--- config.mk ---
export PLATFORM = sky130hd
export DESIGN_NAME = mem_port_arbiter
export DESIGN_NICKNAME = d
export VERILOG_FILES = /design/src/rtl/mem_arb_pkg.sv /design/src/rtl/mem_lane_fmt.sv /design/src/rtl/mem_port_arbiter.sv
export SDC_FILE = /design/constraint.sdc
export NUM_CORES = 1
export LEC_CHECK = 0
export CAP_MARGIN = 25
export CORE_AREA = 2 2 112 114
export CTS_CLUSTER_DIAMETER = 80
export DETAILED_ROUTE_END_ITERATION = 16
export DIE_AREA = 0 0 114 116
export GPL_TIMING_DRIVEN = 1
export PLACE_DENSITY = 0.85
export SLEW_MARGIN = 40
export SYNTH_ARGS = -nofsm -noshare
export SYNTH_HDL_FRONTEND = slang
export SYNTH_SLANG_ARGS = --single-unit
--- constraint.sdc ---
create_clock -name clk -period 6.75 [get_ports clk]
set_input_delay 1.6875 -clock clk [delete_from_list [all_inputs] [get_ports clk]]
set_output_delay 1.6875 -clock clk [all_outputs]
set_load 0.1 [all_outputs]
--- src/rtl/mem_arb_pkg.sv ---
// mem_arb_pkg: shared types for the IF/DM memory port arbiter.
// Access modes follow RISC-V load/store funct3 encoding.
package mem_arb_pkg;

    typedef enum logic [2:0] {
        MODE_B  = 3'b000,
        MODE_H  = 3'b001,
        MODE_W  = 3'b010,
        MODE_BU = 3'b100,
        MODE_HU = 3'b101
    } acc_mode_e;

    typedef enum logic [1:0] {
        IDLE,
        BUSY_I,
        BUSY_D,
        ERR_D
    } arb_state_e;

    localparam int WORD_BYTES = 4;

endpackage

--- src/rtl/mem_lane_fmt.sv ---
// mem_lane_fmt: byte-lane enables, store shifting, load alignment and
// extension, plus misalignment / illegal-mode detection.
module mem_lane_fmt
    import mem_arb_pkg::*;
#(
    parameter int DW = 32
) (
    input  logic [2:0]            mode,
    input  logic [1:0]            off,
    input  logic [DW-1:0]         wdata,
    input  logic [DW-1:0]         raw,
    output logic [WORD_BYTES-1:0] be,
    output logic [DW-1:0]         wdata_sh,
    output logic [DW-1:0]         rdata_ext,
    output logic                  misalign,
    output logic                  illegal
);

    logic [DW-1:0] sh;

    always_comb begin
        be        = '0;
        misalign  = 1'b0;
        illegal   = 1'b0;
        sh        = raw >> {off, 3'b000};
        rdata_ext = sh;
        wdata_sh  = wdata << {off, 3'b000};
        case (acc_mode_e'(mode))
            MODE_B: begin
                be        = 4'b0001 << off;
                rdata_ext = {{(DW-8){sh[7]}}, sh[7:0]};
            end
            MODE_BU: begin
                be        = 4'b0001 << off;
                rdata_ext = {{(DW-8){1'b0}}, sh[7:0]};
            end
            MODE_H: begin
                be        = 4'b0011 << off;
                misalign  = off[0];
                rdata_ext = {{(DW-16){sh[15]}}, sh[15:0]};
            end
            MODE_HU: begin
                be        = 4'b0011 << off;
                misalign  = off[0];
                rdata_ext = {{(DW-16){1'b0}}, sh[15:0]};
            end
            MODE_W: begin
                be       = 4'b1111;
                misalign = |off;
            end
            default: illegal = 1'b1;
        endcase
    end

endmodule

--- src/rtl/mem_port_arbiter.sv ---
// mem_port_arbiter: shares one single-ported memory between IF and DM.
// Define ARB_STARVE_GUARD_EN to bound how long DM traffic can block IF.
module mem_port_arbiter
    import mem_arb_pkg::*;
#(
    parameter int AW         = 32,
    parameter int DW         = 32,
    parameter int STARVE_MAX = 4
) (
    input  logic                  clk,
    input  logic                  rst_n,
    input  logic                  if_req,
    input  logic [AW-1:0]         if_addr,
    output logic                  if_ack,
    output logic [DW-1:0]         if_rdata,
    input  logic                  dm_req,
    input  logic                  dm_we,
    input  logic [AW-1:0]         dm_addr,
    input  logic [DW-1:0]         dm_wdata,
    input  logic [2:0]            dm_mode,
    output logic                  dm_ack,
    output logic [DW-1:0]         dm_rdata,
    output logic                  dm_err,
    output logic                  if_wait,
    output logic                  dm_wait,
    output logic                  mem_req,
    output logic                  mem_we,
    output logic [AW-1:0]         mem_addr,
    output logic [WORD_BYTES-1:0] mem_be,
    output logic [DW-1:0]         mem_wdata,
    input  logic                  mem_ack,
    input  logic [DW-1:0]         mem_rdata
);

    arb_state_e state, state_nxt;

    logic [AW-1:0]         r_addr;
    logic                  r_we;
    logic [WORD_BYTES-1:0] r_be;
    logic [DW-1:0]         r_wdata;
    logic [2:0]            r_mode;
    logic [1:0]            r_off;

    logic [2:0]            f_mode;
    logic [1:0]            f_off;
    logic [WORD_BYTES-1:0] f_be;
    logic [DW-1:0]         f_wdata;
    logic [DW-1:0]         f_rdata;
    logic                  f_misalign;
    logic                  f_illegal;

    logic grant_i, grant_d, grant_e;
    logic if_first;
    logic idle;

    assign idle = (state == IDLE);

    // Live request fields while arbitrating, latched ones once busy.
    assign f_mode = idle ? dm_mode      : r_mode;
    assign f_off  = idle ? dm_addr[1:0] : r_off;

    mem_lane_fmt #(.DW(DW)) u_fmt (
        .mode      (f_mode),
        .off       (f_off),
        .wdata     (dm_wdata),
        .raw       (mem_rdata),
        .be        (f_be),
        .wdata_sh  (f_wdata),
        .rdata_ext (f_rdata),
        .misalign  (f_misalign),
        .illegal   (f_illegal)
    );

`ifdef ARB_STARVE_GUARD_EN
    localparam int CW = $clog2(STARVE_MAX + 1);
    logic [CW-1:0] starve_cnt;
    logic          unused_addr;

    assign unused_addr = ^if_addr[1:0];
    assign if_first = if_req & dm_req &
                      (starve_cnt == CW'(STARVE_MAX));

    always_ff @(posedge clk) begin
        if (!rst_n)
            starve_cnt <= '0;
        else if (grant_i)
            starve_cnt <= '0;
        else if ((grant_d | grant_e) & if_req &
                 (starve_cnt != CW'(STARVE_MAX)))
            starve_cnt <= starve_cnt + 1'b1;
    end
`else
    logic unused_cfg;

    assign unused_cfg = ^if_addr[1:0] ^ (STARVE_MAX != 0);
    assign if_first   = 1'b0;
`endif

    always_comb begin
        state_nxt = state;
        grant_i   = 1'b0;
        grant_d   = 1'b0;
        grant_e   = 1'b0;
        unique case (state)
            IDLE: begin
                if (if_first) begin
                    grant_i   = 1'b1;
                    state_nxt = BUSY_I;
                end else if (dm_req & (f_misalign | f_illegal)) begin
                    grant_e   = 1'b1;
                    state_nxt = ERR_D;
                end else if (dm_req) begin
                    grant_d   = 1'b1;
                    state_nxt = BUSY_D;
                end else if (if_req) begin
                    grant_i   = 1'b1;
                    state_nxt = BUSY_I;
                end
            end
            BUSY_I, BUSY_D: begin
                if (mem_ack)
                    state_nxt = IDLE;
            end
            ERR_D:   state_nxt = IDLE;
            default: state_nxt = IDLE;
        endcase
    end

    always_ff @(posedge clk) begin
        if (!rst_n)
            state <= IDLE;
        else
            state <= state_nxt;
    end

    always_ff @(posedge clk) begin
        if (!rst_n) begin
            r_addr  <= '0;
            r_we    <= 1'b0;
            r_be    <= '0;
            r_wdata <= '0;
            r_mode  <= '0;
            r_off   <= '0;
        end else if (grant_i) begin
            r_addr  <= {if_addr[AW-1:2], 2'b00};
            r_we    <= 1'b0;
            r_be    <= '1;
            r_wdata <= '0;
        end else if (grant_d) begin
            r_addr  <= {dm_addr[AW-1:2], 2'b00};
            r_we    <= dm_we;
            r_be    <= f_be;
            r_wdata <= f_wdata;
            r_mode  <= dm_mode;
            r_off   <= dm_addr[1:0];
        end
    end

    assign mem_req   = (state == BUSY_I) | (state == BUSY_D);
    assign mem_we    = r_we;
    assign mem_addr  = r_addr;
    assign mem_be    = r_be;
    assign mem_wdata = r_wdata;

    assign if_ack   = (state == BUSY_I) & mem_ack;
    assign if_rdata = (state == BUSY_I) ? mem_rdata : '0;

    assign dm_ack   = ((state == BUSY_D) & mem_ack) | (state == ERR_D);
    assign dm_err   = (state == ERR_D);
    assign dm_rdata = ((state == BUSY_D) & ~r_we) ? f_rdata : '0;

    assign if_wait = if_req & ~if_ack;
    assign dm_wait = dm_req & ~dm_ack;

endmodule

======== Word-level counts from Yosys, hierarchy flattened ========
Index checks and enable logic that the tools add are counted.
W data, S select, Z words.
cells by class
  add/sub/neg operators ................... 0
  $mul .................................... 0
  div/mod/pow operators ................... 0
  $lt $le $gt $ge ......................... 0
  equal/unequal tests ..................... 9
  shifts and indexed selects .............. 4
  muxes and demuxes ....................... 24
  bitwise logic cells ..................... 14
  reductions and logical operators ........ 11
operator list
  operator               number
  $mux W32               4
  $pmux W32 S4           1
  $shl A32 B5 Y32        1
  $shr A32 B5 Y32        1
  $pmux W4 S3            1
  $mux W2                5
  $reduce_or A2 Y1       5
  $mux W1                8
  $mux W4                2
  $and A1 B1 Y1          6
  $eq A3 B3 Y1 const B   2
  $pmux W2 S3            1
  $not A1 Y1             5
  $reduce_or A5 Y1       1
  $eq A2 B2 Y1 const B   2
  $ne A4 B3 Y1 const B   1
  $reduce_and A2 Y1      2
  $shl A1 B2 Y4 const A  1
  $shl A2 B2 Y4 const A  1
  $eq A3 B1 Y1 const B   1
  $eq A3 B2 Y1 const B   1
  $logic_not A3 Y1       1
  $mux W3                1
  $or A1 B1 Y1           3
  5 further kinds        5
storage, ports and cells
  register bits ........................... 74
  latch bits .............................. 0
  memory bits (writable) .................. 0
  ROM bits ................................ 0
  bits of input ports ..................... 137
  output and inout bits ................... 139
  memories ................................ 0

======== Logic depth before layout (Yosys ltp) ========
Gate-level depths: netlist of the first run.
  depth in word-level cells ............... 11
  gate-level depth with buffers ........... 11
  mapped depth without buffers ............ 7

======== Modules after synthesis ========
Synthesis of the first run repeated with hierarchy kept, for this count alone.
unflattened totals
  cell total of the unflattened synthesis .. 677
  area total of the unflattened synthesis .. 4840.9 µm²
by module, submodules not included
  module            times used  cells an instance  area each (µm²)  sequential area each (µm²)
  mem_port_arbiter  1           457                3454.6           1481.4
  mem_lane_fmt      1           220                1386.3           0.0

======== Least setup slack after synthesis of the first run ========
No wires, ideal clock.
  kind .................................... input to output
  start ................................... in dm_addr[0]
  end ..................................... out dm_rdata[4]
  arrival time ............................ 4883 ps
  required time ........................... 5062 ps
  slack ................................... 179 ps
  stages .................................. 6
  path through ............................ mux2i_2 buf_4 buf_6 buf_2 a211oi_1 a211oi_1
on the way
  longest elaborated chain between the ends .. 4
RTL lines
  what             RTL line                 text
  start, declared  mem_port_arbiter.sv:18   input logic [AW-1:0] dm_addr,
  $mux W2          mem_port_arbiter.sv:60   assign f_off = idle ? dm_addr[1:0] : r_off;
  $shr A32 B5 Y32  mem_lane_fmt.sv:25       sh = raw >> {off, 3'b000};
  $pmux W32 S4     mem_lane_fmt.sv:28       case (acc_mode_e'(mode))
  $mux W32         mem_port_arbiter.sv:170  assign dm_rdata = ((state == BUSY_D) & ~r_we) ? f_rdata : '0;
  end, declared    mem_port_arbiter.sv:22   output logic [DW-1:0] dm_rdata,
Every way passes these cells.

======== Final worst setup path of the first run ========
  start ................................... in dm_addr[0]
  end ..................................... out dm_rdata[8]
The elaborated chain is that of the path after synthesis.

==> results_tabular.tex, run 1 <==
\begin{tabular}{lr}
\hline
Metric & Value \\
\hline
\multicolumn{2}{l}{\textbf{Clock tree}} \\
\quad Source-to-sink clock delay at the later pin of the worst-skew pair & 330 ps \\
\quad Post-CTS setup repair buffer count & 0 \\
\quad Level count of the clock H-tree & 3 \\
\quad Cts bufs inserted & 9 \\
\quad Count of cells resized by post-cts repair & 0 \\
\quad \# hold bufs at CTS & 0 \\
\quad Sink Count & 74 \\
\quad Buffer depth of the longest clock path & 2 \\
\quad Post-CTS clock slew at the launch and capture registers of the worst setup and hold paths & 60 ps \\
\quad CTS tree & done \\
\quad Clock root cell & sky130\_fd\_sc\_hd\_\_clkbuf\_16 \\
\multicolumn{2}{l}{\textbf{Setup path}} \\
\quad Critical path type & input pin to output pin \\
\quad Critical-path maximum fanout & 64 \\
\quad Cells on worst reg2reg path & 8 \\
\quad Kind of start point of the critical path & input pin \\
\quad Setup slack of the worst register-to-register path & 3700 ps \\
\quad CP Capture Type & output pin \\
\quad R2r startpoint & state[1] \\
\quad Arr. time, crit path & 4250 ps \\
\quad Reg-to-Reg End & mem\_wdata[22] \\
\quad Data required time of the critical path & 5060 ps \\
\multicolumn{2}{l}{\textbf{Hold path}} \\
\quad Worst Hold Launch & mem\_wdata[24] \\
\quad Number of cells on the worst hold path & 2 \\
\quad Terminating pin of the worst hold path & mem\_wdata[24] \\
\quad Worst hold-check path type & flop to flop \\
\multicolumn{2}{l}{\textbf{Placed design}} \\
\quad Placer congestion estimate & 0.9046 \\
\quad Port Buffers & 271 \\
\quad Final HPWL from detailed placement & 12.93 mm \\
\quad Placement-stage worst setup slack & 866.6 ps \\
\quad Standard cell area after detailed placement & 7184 µm² \\
\multicolumn{2}{l}{\textbf{Layout}} \\
\quad Share of layout cells above drive strength 1 & 19.96\% \\
\quad Syn-to-layout area delta & 51.42\% \\
\quad Number of inserted filler cells in the final layout & 1,107 \\
\quad Utilization after layout & 62.86\% \\
\quad Antenna Cells & 0 \\
\quad Post-route standard cell area excluding fillers & 7487 µm² \\
\quad Net count, final & 1,028 \\
\quad Combined area of the multi-input logic cells & 3166 µm² \\
\quad Area taken by flip-flops and latches & 1481 µm² \\
\multicolumn{2}{l}{\textbf{Routing}} \\
\quad Number of violations reported at the end of detailed-routing iteration 0 & 435 \\
\quad TritonRoute pass-1 iters & 5 \\
\quad Remaining design rule violation count & 0 \\
\quad Detailed Route WL & 17.77 mm \\
\quad Antenna-violating nets left & 0 \\
\quad Post-DR wirelength/cell & 17.10 µm \\
\quad Total via count after detailed routing & 5,790 \\
\quad Detailed-route vias per instance & 5.573 \\
\multicolumn{2}{l}{\textbf{STA}} \\
\quad Smallest setup slack after layout & 809.6 ps \\
\quad Number of hold-slack violations in the final timing report & 0 \\
\quad Slew of the pin with the lowest slew margin & 762.8 ps \\
\quad Tmin final & 5940 ps \\
\quad Fmax & 0.1683 GHz \\
\quad Period Utilization, post-route & 88.01\% \\
\quad Setup violations, final & 0 \\
\quad Final Skew & 7.258 ps \\
\quad Max-slew violation total from the final report & 0 \\
\quad RSZ-0062 raised after global routing & false \\
\quad Total negative setup slack & 0 ps \\
\quad Worst rel slew slack & 49.15\% \\
\multicolumn{2}{l}{\textbf{Power}} \\
\quad Power density relative to cell area & 585.3 nW/µm² \\
\quad Largest vdd supply drop & 0.4112 mV \\
\quad LEAKAGE & 0.003351 µW \\
\multicolumn{2}{l}{\textbf{Logic synthesis}} \\
\quad Yosys warning total & 0 \\
\quad Mean instance size in the synthesized netlist & 7.526 µm² \\
\quad Synth async-reset ratio & 0\% \\
\quad Sequential-to-total area share from yosys stat & 29.96\% \\
\quad Number of enable-type register cells in the synthesized netlist & 0 \\
\quad Number of storage elements in the synthesis netlist & 74 \\
\quad Commonest register cell after synthesis & sky130\_fd\_sc\_hd\_\_dfxtp\_1 \\
\quad Mapped cell area & 4945 µm² \\
\quad Post-Synthesis Cells & 657 \\
\quad Count of cell types in the netlist & 50 \\
\multicolumn{2}{l}{\textbf{Global route}} \\
\quad Leftover overflow at the end of global routing & 0 \\
\quad Wire length of the first global-routing pass & 26.71 mm \\
\quad Total Routing Usage GR & 25.12\% \\
\quad Maximum number of pins on one net before global-route repair & 65 \\
\quad Number of global-route vias before repair & 5,239 \\
\quad Number of antenna violations at the first check in global routing & 0 \\
\multicolumn{2}{l}{\textbf{Floorplanning}} \\
\quad Core Box Area & 11,910 µm² \\
\quad Die height & 116 µm \\
\quad Full die area & 13,220 µm² \\
\quad Chip width & 114 µm \\
\quad Number of top-level design ports & 276 \\
\quad Starting utilization of the core area & 41.51\% \\
\quad Core Rows & 40 \\
\multicolumn{2}{l}{\textbf{Run}} \\
\quad Maximum capacitance violations & 0 \\
\multicolumn{2}{l}{\textbf{Run status}} \\
\quad Status & complete, no violations \\
\hline
\end{tabular}
per-stage QoR:
stage / total power, µW / hold WS (ps) / std cells
3_3_place_gp: 4050 / 442.3 / 1023
3_5_place_dp: 3904 / 444.0 / 1023
6_report: 4382 / 449.0 / 1039
5_1_grt: 4596 / 471.3 / 1039
2_1_floorplan: 3350 / 451.7 / 658
4_1_cts: 4391 / 452.4 / 1039
state kept, by name (all words and copies together), names as in the netlist:
name	count
mem_we	1
r_off	2
state	2
mem_addr	30
mem_wdata	32
r_mode	3
mem_be	4
kinds of logic after synthesis:
family	synth area share, %
AOI/OAI and AO/OA	24.87
buffers and inverters	6.882
and+or+nand+nor	31.23
muxes	5.972
other	0.07584
adders and majority gates	1.012
DFF	29.96
routing by layer:
metal	global-route usage (%)	vias to the layer above	wire length [µm]
met5	0	-	0
met4	8.862	0	433
met3	7.322	32	1451
met2	44.25	261	8934
met1	29.17	2637	6948
li1	-	2860	-
worst max-delay path: stages:
cell	delay, ps
sky130_fd_sc_hd__clkdlybuf4s50_1	550
sky130_fd_sc_hd__mux2i_4	330
sky130_fd_sc_hd__buf_4	660
sky130_fd_sc_hd__and3_1	420
sky130_fd_sc_hd__o2bb2ai_1	160
sky130_fd_sc_hd__o21a_1	130
sky130_fd_sc_hd__buf_4	290
Yosys cell counts (2+ instances only):
master / count / area (µm²)
sky130_fd_sc_hd__buf_1: 3 / 11.26
sky130_fd_sc_hd__nor3_1: 36 / 180.2
sky130_fd_sc_hd__nand3b_1: 3 / 22.52
sky130_fd_sc_hd__buf_2: 14 / 70.07
sky130_fd_sc_hd__nand2_1: 90 / 337.8
sky130_fd_sc_hd__a21oi_1: 13 / 65.06
sky130_fd_sc_hd__a211oi_1: 44 / 330.3
sky130_fd_sc_hd__o2bb2ai_1: 7 / 61.31
sky130_fd_sc_hd__o21ai_0: 14 / 70.07
sky130_fd_sc_hd__o21ai_1: 7 / 35.03
sky130_fd_sc_hd__dfxtp_1: 74 / 1481
sky130_fd_sc_hd__inv_1: 6 / 22.52
sky130_fd_sc_hd__or3_1: 31 / 193.9
sky130_fd_sc_hd__nor3b_1: 6 / 45.04
sky130_fd_sc_hd__ha_1: 4 / 50.05
sky130_fd_sc_hd__a22oi_1: 2 / 15.01
sky130_fd_sc_hd__a31oi_1: 4 / 25.02
sky130_fd_sc_hd__buf_6: 4 / 45.04
sky130_fd_sc_hd__o31ai_1: 8 / 60.06
sky130_fd_sc_hd__mux2i_1: 27 / 270.3
sky130_fd_sc_hd__nand3_1: 44 / 220.2
sky130_fd_sc_hd__a221oi_1: 8 / 70.07
sky130_fd_sc_hd__and2_1: 36 / 225.2
sky130_fd_sc_hd__clkbuf_1: 33 / 123.9
sky130_fd_sc_hd__o311a_1: 4 / 40.04
sky130_fd_sc_hd__nor2_1: 47 / 176.4
sky130_fd_sc_hd__buf_4: 9 / 67.56
sky130_fd_sc_hd__and3_1: 2 / 12.51
sky130_fd_sc_hd__o211ai_1: 40 / 300.3
sky130_fd_sc_hd__nor2b_1: 11 / 68.82
sky130_fd_sc_hd__o21a_1: 7 / 52.55
cell usage in the layout (no fill, tap or decap), types with 3 or more instances in the layout:
master                            count
sky130_fd_sc_hd__a211oi_1            44
sky130_fd_sc_hd__buf_12              13
sky130_fd_sc_hd__clkbuf_16            9
sky130_fd_sc_hd__o311a_1              4
sky130_fd_sc_hd__mux2i_1             26
sky130_fd_sc_hd__dfxtp_1             74
sky130_fd_sc_hd__nand2_1             90
sky130_fd_sc_hd__nor2_1              47
sky130_fd_sc_hd__nand3b_1             3
sky130_fd_sc_hd__or3_1               31
sky130_fd_sc_hd__and2_1              35
sky130_fd_sc_hd__inv_1                6
sky130_fd_sc_hd__buf_4               29
sky130_fd_sc_hd__a31oi_1              4
sky130_fd_sc_hd__ha_1                 3
sky130_fd_sc_hd__o211ai_1            40
sky130_fd_sc_hd__buf_2              105
sky130_fd_sc_hd__nand3_1             44
sky130_fd_sc_hd__o21ai_0             14
sky130_fd_sc_hd__o21a_1               7
sky130_fd_sc_hd__o31ai_1              8
sky130_fd_sc_hd__a221oi_1             8
sky130_fd_sc_hd__a21oi_1             13
sky130_fd_sc_hd__nor3_1              35
sky130_fd_sc_hd__nor3b_1              6
sky130_fd_sc_hd__nor2b_1             11
sky130_fd_sc_hd__o21ai_1              7
sky130_fd_sc_hd__clkdlybuf4s50_1    133
sky130_fd_sc_hd__o2bb2ai_1            7
where the power goes:
group | switching, µW | total, µW | leakage (µW) | internal [µW]
Combinational | 2520 | 3240 | 0.00260 | 715
Clock | 185 | 472 | 0.000143 | 287
Sequential | 93.4 | 673 | 0.000606 | 580
Total | 2800 | 4380 | 0.00335 | 1580
worst max-delay path by stage:
stage	start	to	slack, ps	depth (start not counted)
after floorplan	dm_addr[0]	dm_rdata[4]	180	6
after global placement	dm_addr[0]	dm_rdata[10]	850	7
after detailed placement	dm_addr[0]	dm_rdata[8]	870	7
after CTS	dm_addr[0]	dm_rdata[8]	840	7
after global routing	dm_addr[0]	dm_rdata[18]	630	7
final	dm_addr[0]	dm_rdata[8]	810	7
area by class of cell:
type,count,share of cell area [%]
clock buffer,10,3.058
multi-input combinational,515,42.28
sequential,74,19.79
clock inverter,6,0.8690
inverter,6,0.3008
tap,147,2.457
timing repair buffer,281,31.25
Note: power is estimated with default switching activity, not from simulation.
==> run 2: changes to the inputs <==
CORE_AREA = 2 2 116 118   (was 2 2 112 114)
DIE_AREA = 0 0 118 120   (was 0 0 114 116)
HOLD_SLACK_MARGIN = 0.05   (was default)
PLACE_DENSITY = 0.8   (was 0.85)
clock period = 5.6 ns   (was 6.75 ns; I/O delays follow)
==> run 2 against run 1 <==
Against the previous run:
- global-route usage about the same
- core utilization fell by 1.7 points
- critical path depth unchanged
- critical path type unchanged
- non-clock buffer count rose by 6
- largest power group unchanged
==> results_tabular.tex, run 2 (synthesis results as in run 1) <==
\begin{tabular}{lr}
\hline
Metric & Value \\
\hline
\multicolumn{2}{l}{\textbf{Layout}} \\
\quad Net count, final & 1,034 \\
\quad Combined area of the multi-input logic cells & 3157 µm² \\
\quad Final standard cell count with taps included and fillers excluded & 1,074 \\
\quad Antenna Cells & 0 \\
\quad Number of flip-flops under the largest register name & 32 \\
\quad Syn-to-layout area delta & 60.48\% \\
\quad Number of inserted filler cells in the final layout & 1,193 \\
\quad Most frequent standard cell in the layout excluding fill and tap cells & sky130\_fd\_sc\_hd\_\_clkdlybuf4s50\_1 \\
\quad Utilization after layout & 61.13\% \\
\quad Area taken by flip-flops and latches & 1481 µm² \\
\quad Share of layout cells above drive strength 1 & 20.38\% \\
\quad Most frequent cells in the layout & sky130\_fd\_sc\_hd\_\_clkdlybuf4s50\_1 (133), sky130\_fd\_sc\_hd\_\_nand2\_1 (90), sky130\_fd\_sc\_hd\_\_dfxtp\_1 (74) \\
\multicolumn{2}{l}{\textbf{Routing}} \\
\quad Detailed Route WL & 18.27 mm \\
\quad TritonRoute pass-1 iters & 4 \\
\quad Number of violations reported at the end of detailed-routing iteration 0 & 352 \\
\quad Antenna-violating nets left & 0 \\
\quad Remaining design rule violation count & 0 \\
\quad Detailed-route vias per instance & 5.400 \\
\quad Post-DR wirelength/cell & 17.01 µm \\
\quad Total via count after detailed routing & 5,800 \\
\multicolumn{2}{l}{\textbf{STA}} \\
\quad Fmax & 0.1950 GHz \\
\quad Number of hold-slack violations in the final timing report & 0 \\
\quad Period Utilization, post-route & 91.58\% \\
\quad Slew of the pin with the lowest slew margin & 707.5 ps \\
\quad RSZ-0062 raised after global routing & false \\
\quad Worst rel slew slack & 52.52\% \\
\quad Final Skew & 10.25 ps \\
\quad Tmin final & 5129 ps \\
\quad Setup violations, final & 0 \\
\quad Max-slew violation total from the final report & 0 \\
\multicolumn{2}{l}{\textbf{Clock tree}} \\
\quad Sink Count & 74 \\
\quad Level count of the clock H-tree & 3 \\
\quad Count of cells resized by post-cts repair & 0 \\
\quad Cts bufs inserted & 9 \\
\quad Post-CTS setup repair buffer count & 0 \\
\quad Source-to-sink clock delay at the later pin of the worst-skew pair & 330 ps \\
\quad CTS tree & done \\
\quad Post-CTS clock slew at the launch and capture registers of the worst setup and hold paths & 60 ps \\
\quad Buffer depth of the longest clock path & 2 \\
\quad Clock root cell & sky130\_fd\_sc\_hd\_\_clkbuf\_16 \\
\quad \# hold bufs at CTS & 0 \\
\multicolumn{2}{l}{\textbf{Power}} \\
\quad Net switching power & 3411 µW \\
\quad Sequential share of power & 14.7\% \\
\quad Power density relative to cell area & 693.9 nW/µm² \\
\quad Switching power share of the total & 61.94\% \\
\quad LEAKAGE & 0.003454 µW \\
\quad Pwr Total & 5506 µW \\
\quad Cell-internal power & 2095 µW \\
\quad Clock network power share & 11.6\% \\
\quad Largest vdd supply drop & 0.3970 mV \\
\quad Combinational Power Share & 73.7\% \\
\multicolumn{2}{l}{\textbf{Setup path}} \\
\quad Cells on worst reg2reg path & 8 \\
\quad CP max stage delay & 510 ps \\
\quad Data required time of the critical path & 4200 ps \\
\quad Kind of start point of the critical path & input pin \\
\quad Slowest cell on crit path & sky130\_fd\_sc\_hd\_\_mux2i\_4 \\
\quad Critical path type & input pin to output pin \\
\quad CP Capture Type & output pin \\
\quad Cells traversed along the worst timing path & clkdlybuf4s50\_1 > mux2i\_4 > buf\_4 > and3\_1 > o2bb2ai\_1 > o21a\_1 > buf\_12 \\
\quad Arr. time, crit path & 3730 ps \\
\quad Critical-path maximum fanout & 25 \\
\multicolumn{2}{l}{\textbf{Placed design}} \\
\quad Placer congestion estimate & 0.8827 \\
\quad Instance count after placement with tap cells included & 1,058 \\
\quad Final HPWL from detailed placement & 13.69 mm \\
\quad Port Buffers & 271 \\
\multicolumn{2}{l}{\textbf{Global route}} \\
\quad Wire length of the first global-routing pass & 28.85 mm \\
\quad Number of antenna violations at the first check in global routing & 0 \\
\quad Total Routing Usage GR & 25.16\% \\
\quad Maximum number of pins on one net before global-route repair & 65 \\
\quad Number of global-route vias before repair & 5,459 \\
\quad Leftover overflow at the end of global routing & 0 \\
\multicolumn{2}{l}{\textbf{Run status}} \\
\quad Status & complete, no violations \\
\multicolumn{2}{l}{\textbf{Run}} \\
\quad Maximum capacitance violations & 0 \\
\multicolumn{2}{l}{\textbf{Floorplanning}} \\
\quad Die height & 120 µm \\
\quad Full die area & 14,160 µm² \\
\quad Chip width & 118 µm \\
\quad Number of top-level design ports & 276 \\
\quad Core Rows & 42 \\
\quad Starting utilization of the core area & 38.10\% \\
\quad Core Box Area & 12,980 µm² \\
\multicolumn{2}{l}{\textbf{Hold path}} \\
\quad Number of cells on the worst hold path & 2 \\
\quad Worst hold-check path type & flop to flop \\
\hline
\end{tabular}
-- run 2: cell type report --
| cell class | instances | share of cell area, % |
|---|---|---|
| Multi-Input combinational cell | 515 | 39.78 |
| Timing Repair Buffer | 287 | 34.36 |
| Sequential cell | 74 | 18.67 |
| Clock buffer | 11 | 3.059 |
| Tap cell | 176 | 2.775 |
| Clock inverter | 5 | 1.072 |
| Inverter | 6 | 0.2838 |
-- run 2: metal layers --
metal | GRT usage [%] | routed length [µm] | part of all wire, % | vias to the layer above
li1 | - | - | - | 2861
met1 | 29.56 | 7230 | 40 | 2668
met2 | 43.82 | 9063 | 50 | 237
met3 | 6.321 | 1439 | 7.9 | 34
met4 | 10.17 | 532 | 2.9 | 0
met5 | 0 | 0 | 0 | -
-- run 2: worst max-delay path: cells and delay by family --
family / cells / cell delay (ps)
and+or+nand+nor: 1 / 350
AOI/OAI and AO/OA: 2 / 360
buffers and inverters: 3 / 1090
muxes: 1 / 510
-- run 2: worst paths after layout --
| kind | start | to | slack (ps) |
|---|---|---|---|
| worst max-delay path | dm_addr[0] | dm_rdata[11] | 470 |
| worst min-delay path | mem_wdata[0] | mem_wdata[0] | 450 |
| worst max register to register | state[1] | mem_wdata[22] | 2770 |
| worst min register to register | mem_wdata[0] | mem_wdata[0] | 450 |
-- run 2: stage by stage --
| stage | setup WS (ps) | hold WS (ps) | setup TNS (ps) | cell area, µm² |
|---|---|---|---|---|
| 4_1_cts | 484.4 | 452.6 | 0 | 7935 |
| 3_3_place_gp | 509.5 | 442.9 | 0 | 7913 |
| 6_report | 471.4 | 449.8 | 0 | 7935 |
| 3_5_place_dp | 484.4 | 444.4 | 0 | 7607 |
| 5_1_grt | 358.0 | 474.1 | 0 | 7935 |
| 2_1_floorplan | -396.0 | 451.7 | -2770 | 4954 |
-- run 2: power groups by stage --
stage / Sequential (µW) / Combinational (µW) / Clock [µW]
2_1_floorplan: 1920 / 2130 / 0
3_3_place_gp: 817 / 4160 / 0
3_5_place_dp: 819 / 4060 / 0
4_1_cts: 810 / 4060 / 647
5_1_grt: 835 / 4250 / 673
6_report: 812 / 4060 / 638
==> run 3: changes to the inputs <==
CTS_BUF_LIST = sky130_fd_sc_hd__clkbuf_16   (was default)
==> run 3 against run 2 <==
Against the previous run:
- clock skew down 1.1 ps
- worst setup slack worse by 8.9 ps
- largest power group unchanged
- worst hold slack better by 0.54 ps
- highest routed layer unchanged
==> results_tabular.tex, run 3 (synthesis results as in run 1) <==
\begin{tabular}{lr}
\hline
Metric & Value \\
\hline
\multicolumn{2}{l}{\textbf{Layout}} \\
\quad Most frequent standard cell in the layout excluding fill and tap cells & sky130\_fd\_sc\_hd\_\_clkdlybuf4s50\_1 \\
\quad Number of inserted filler cells in the final layout & 1,194 \\
\quad Share of layout cells above drive strength 1 & 20.27\% \\
\quad Syn-to-layout area delta & 60.27\% \\
\quad Number of flip-flops under the largest register name & 32 \\
\quad Utilization after layout & 61.06\% \\
\quad Most frequent cells in the layout & sky130\_fd\_sc\_hd\_\_clkdlybuf4s50\_1 (133), sky130\_fd\_sc\_hd\_\_nand2\_1 (90), sky130\_fd\_sc\_hd\_\_dfxtp\_1 (74) \\
\quad Area taken by flip-flops and latches & 1481 µm² \\
\quad Combined area of the multi-input logic cells & 3157 µm² \\
\quad Antenna Cells & 0 \\
\quad Net count, final & 1,034 \\
\quad Post-route standard cell area excluding fillers & 7925 µm² \\
\multicolumn{2}{l}{\textbf{STA}} \\
\quad Fmax & 0.1946 GHz \\
\quad Number of hold-slack violations in the final timing report & 0 \\
\quad Final worst hold slack & 450.3 ps \\
\quad Period Utilization, post-route & 91.74\% \\
\quad Max-slew violation total from the final report & 0 \\
\quad Final Skew & 9.144 ps \\
\quad Tmin final & 5138 ps \\
\quad Slew of the pin with the lowest slew margin & 713.6 ps \\
\quad Worst rel slew slack & 52.11\% \\
\quad RSZ-0062 raised after global routing & false \\
\quad Setup violations, final & 0 \\
\multicolumn{2}{l}{\textbf{Placed design}} \\
\quad Final HPWL from detailed placement & 13.69 mm \\
\quad Placer congestion estimate & 0.8827 \\
\quad Port Buffers & 271 \\
\quad Standard cell area after detailed placement & 7607 µm² \\
\multicolumn{2}{l}{\textbf{Global route}} \\
\quad Number of global-route vias before repair & 5,459 \\
\quad Maximum number of pins on one net before global-route repair & 65 \\
\quad Leftover overflow at the end of global routing & 0 \\
\quad Number of antenna violations at the first check in global routing & 0 \\
\quad Wire length of the first global-routing pass & 28.85 mm \\
\quad Total Routing Usage GR & 25.16\% \\
\multicolumn{2}{l}{\textbf{Clock tree}} \\
\quad Count of cells resized by post-cts repair & 0 \\
\quad Post-CTS setup repair buffer count & 0 \\
\quad Buffer depth of the longest clock path & 2 \\
\quad Level count of the clock H-tree & 3 \\
\quad Source-to-sink clock delay at the later pin of the worst-skew pair & 330 ps \\
\quad CTS tree & done \\
\quad \# hold bufs at CTS & 0 \\
\quad Cts bufs inserted & 9 \\
\quad Sink Count & 74 \\
\quad Clock root cell & sky130\_fd\_sc\_hd\_\_clkbuf\_16 \\
\quad Post-CTS clock slew at the launch and capture registers of the worst setup and hold paths & 60 ps \\
\multicolumn{2}{l}{\textbf{Power}} \\
\quad Sequential share of power & 14.8\% \\
\quad Power density relative to cell area & 692.5 nW/µm² \\
\quad Clock network power share & 11.3\% \\
\quad Pwr Total & 5488 µW \\
\quad Switching power share of the total & 62.10\% \\
\quad Combinational Power Share & 73.9\% \\
\quad Net switching power & 3408 µW \\
\quad Cell-internal power & 2080 µW \\
\quad Largest vdd supply drop & 0.3970 mV \\
\quad LEAKAGE & 0.003452 µW \\
\multicolumn{2}{l}{\textbf{Routing}} \\
\quad Total via count after detailed routing & 5,772 \\
\quad Remaining design rule violation count & 0 \\
\quad TritonRoute pass-1 iters & 4 \\
\quad Detailed-route vias per instance & 5.374 \\
\quad Number of violations reported at the end of detailed-routing iteration 0 & 360 \\
\quad Detailed Route WL & 18.21 mm \\
\quad Antenna-violating nets left & 0 \\
\quad Post-DR wirelength/cell & 16.96 µm \\
\multicolumn{2}{l}{\textbf{Run status}} \\
\quad Status & complete, no violations \\
\multicolumn{2}{l}{\textbf{Floorplanning}} \\
\quad Full die area & 14,160 µm² \\
\quad Die height & 120 µm \\
\quad Core Box Area & 12,980 µm² \\
\quad Chip width & 118 µm \\
\quad Core Rows & 42 \\
\quad Number of top-level design ports & 276 \\
\quad Starting utilization of the core area & 38.10\% \\
\multicolumn{2}{l}{\textbf{Setup path}} \\
\quad Data required time of the critical path & 4200 ps \\
\quad Critical-path maximum fanout & 25 \\
\quad Arr. time, crit path & 3740 ps \\
\quad CP Capture Type & output pin \\
\quad Kind of start point of the critical path & input pin \\
\quad Critical path type & input pin to output pin \\
\multicolumn{2}{l}{\textbf{Hold path}} \\
\quad Worst hold-check path type & flop to flop \\
\multicolumn{2}{l}{\textbf{Run}} \\
\quad Maximum capacitance violations & 0 \\
\hline
\end{tabular}
## run 3: area by class of cell
class | count | share of cell area, %
Clock buffer | 9 | 2.842
Clock inverter | 7 | 1.168
Inverter | 6 | 0.2842
Multi-Input combinational cell | 515 | 39.83
Sequential cell | 74 | 18.69
Tap cell | 176 | 2.779
Timing Repair Buffer | 287 | 34.40
## run 3: worst max-delay path: stages
cell and delay, ps:
sky130_fd_sc_hd__clkdlybuf4s50_1 480, sky130_fd_sc_hd__mux2i_4 510, sky130_fd_sc_hd__buf_4 420, sky130_fd_sc_hd__and3_1 350, sky130_fd_sc_hd__o2bb2ai_1 140, sky130_fd_sc_hd__o21a_1 230
sky130_fd_sc_hd__buf_12 200
## run 3: path summary, 6_finish.rpt
kind	startpoint	endpoint	slack (ps)	depth (start not counted)
max reg2reg	state[1]	mem_wdata[22]	2800	8
max	dm_addr[0]	dm_rdata[11]	460	7
min reg2reg	mem_wdata[0]	mem_wdata[0]	450	2
min	mem_wdata[0]	mem_wdata[0]	450	2
## run 3: per-stage QoR
step / setup slack (ps) / TNS, ps / cells
global route: 358.0 / 0 / 1074
floorplan: -396.0 / -2770 / 658
finish: 462.5 / 0 / 1074
CTS: 484.4 / 0 / 1074
detailed placement: 484.4 / 0 / 1058
global placement: 509.5 / 0 / 1056
## run 3: routing by layer
metal  up-vias  track usage [%]  wire length [µm]
li1       2866                -                 -
met1      2641            29.56              7136
met5         -                0                 0
met4         0            10.17               507
met3        32            6.321              1427
met2       233            43.82              9143
## run 3: power groups by stage
| stage | Combinational [µW] | Sequential, µW | Clock [µW] |
|---|---|---|---|
| 2_1_floorplan | 2130 | 1920 | 0 |
| 3_3_place_gp | 4160 | 817 | 0 |
| 3_5_place_dp | 4060 | 819 | 0 |
| 4_1_cts | 4060 | 810 | 631 |
| 5_1_grt | 4250 | 835 | 657 |
| 6_report | 4050 | 811 | 622 |
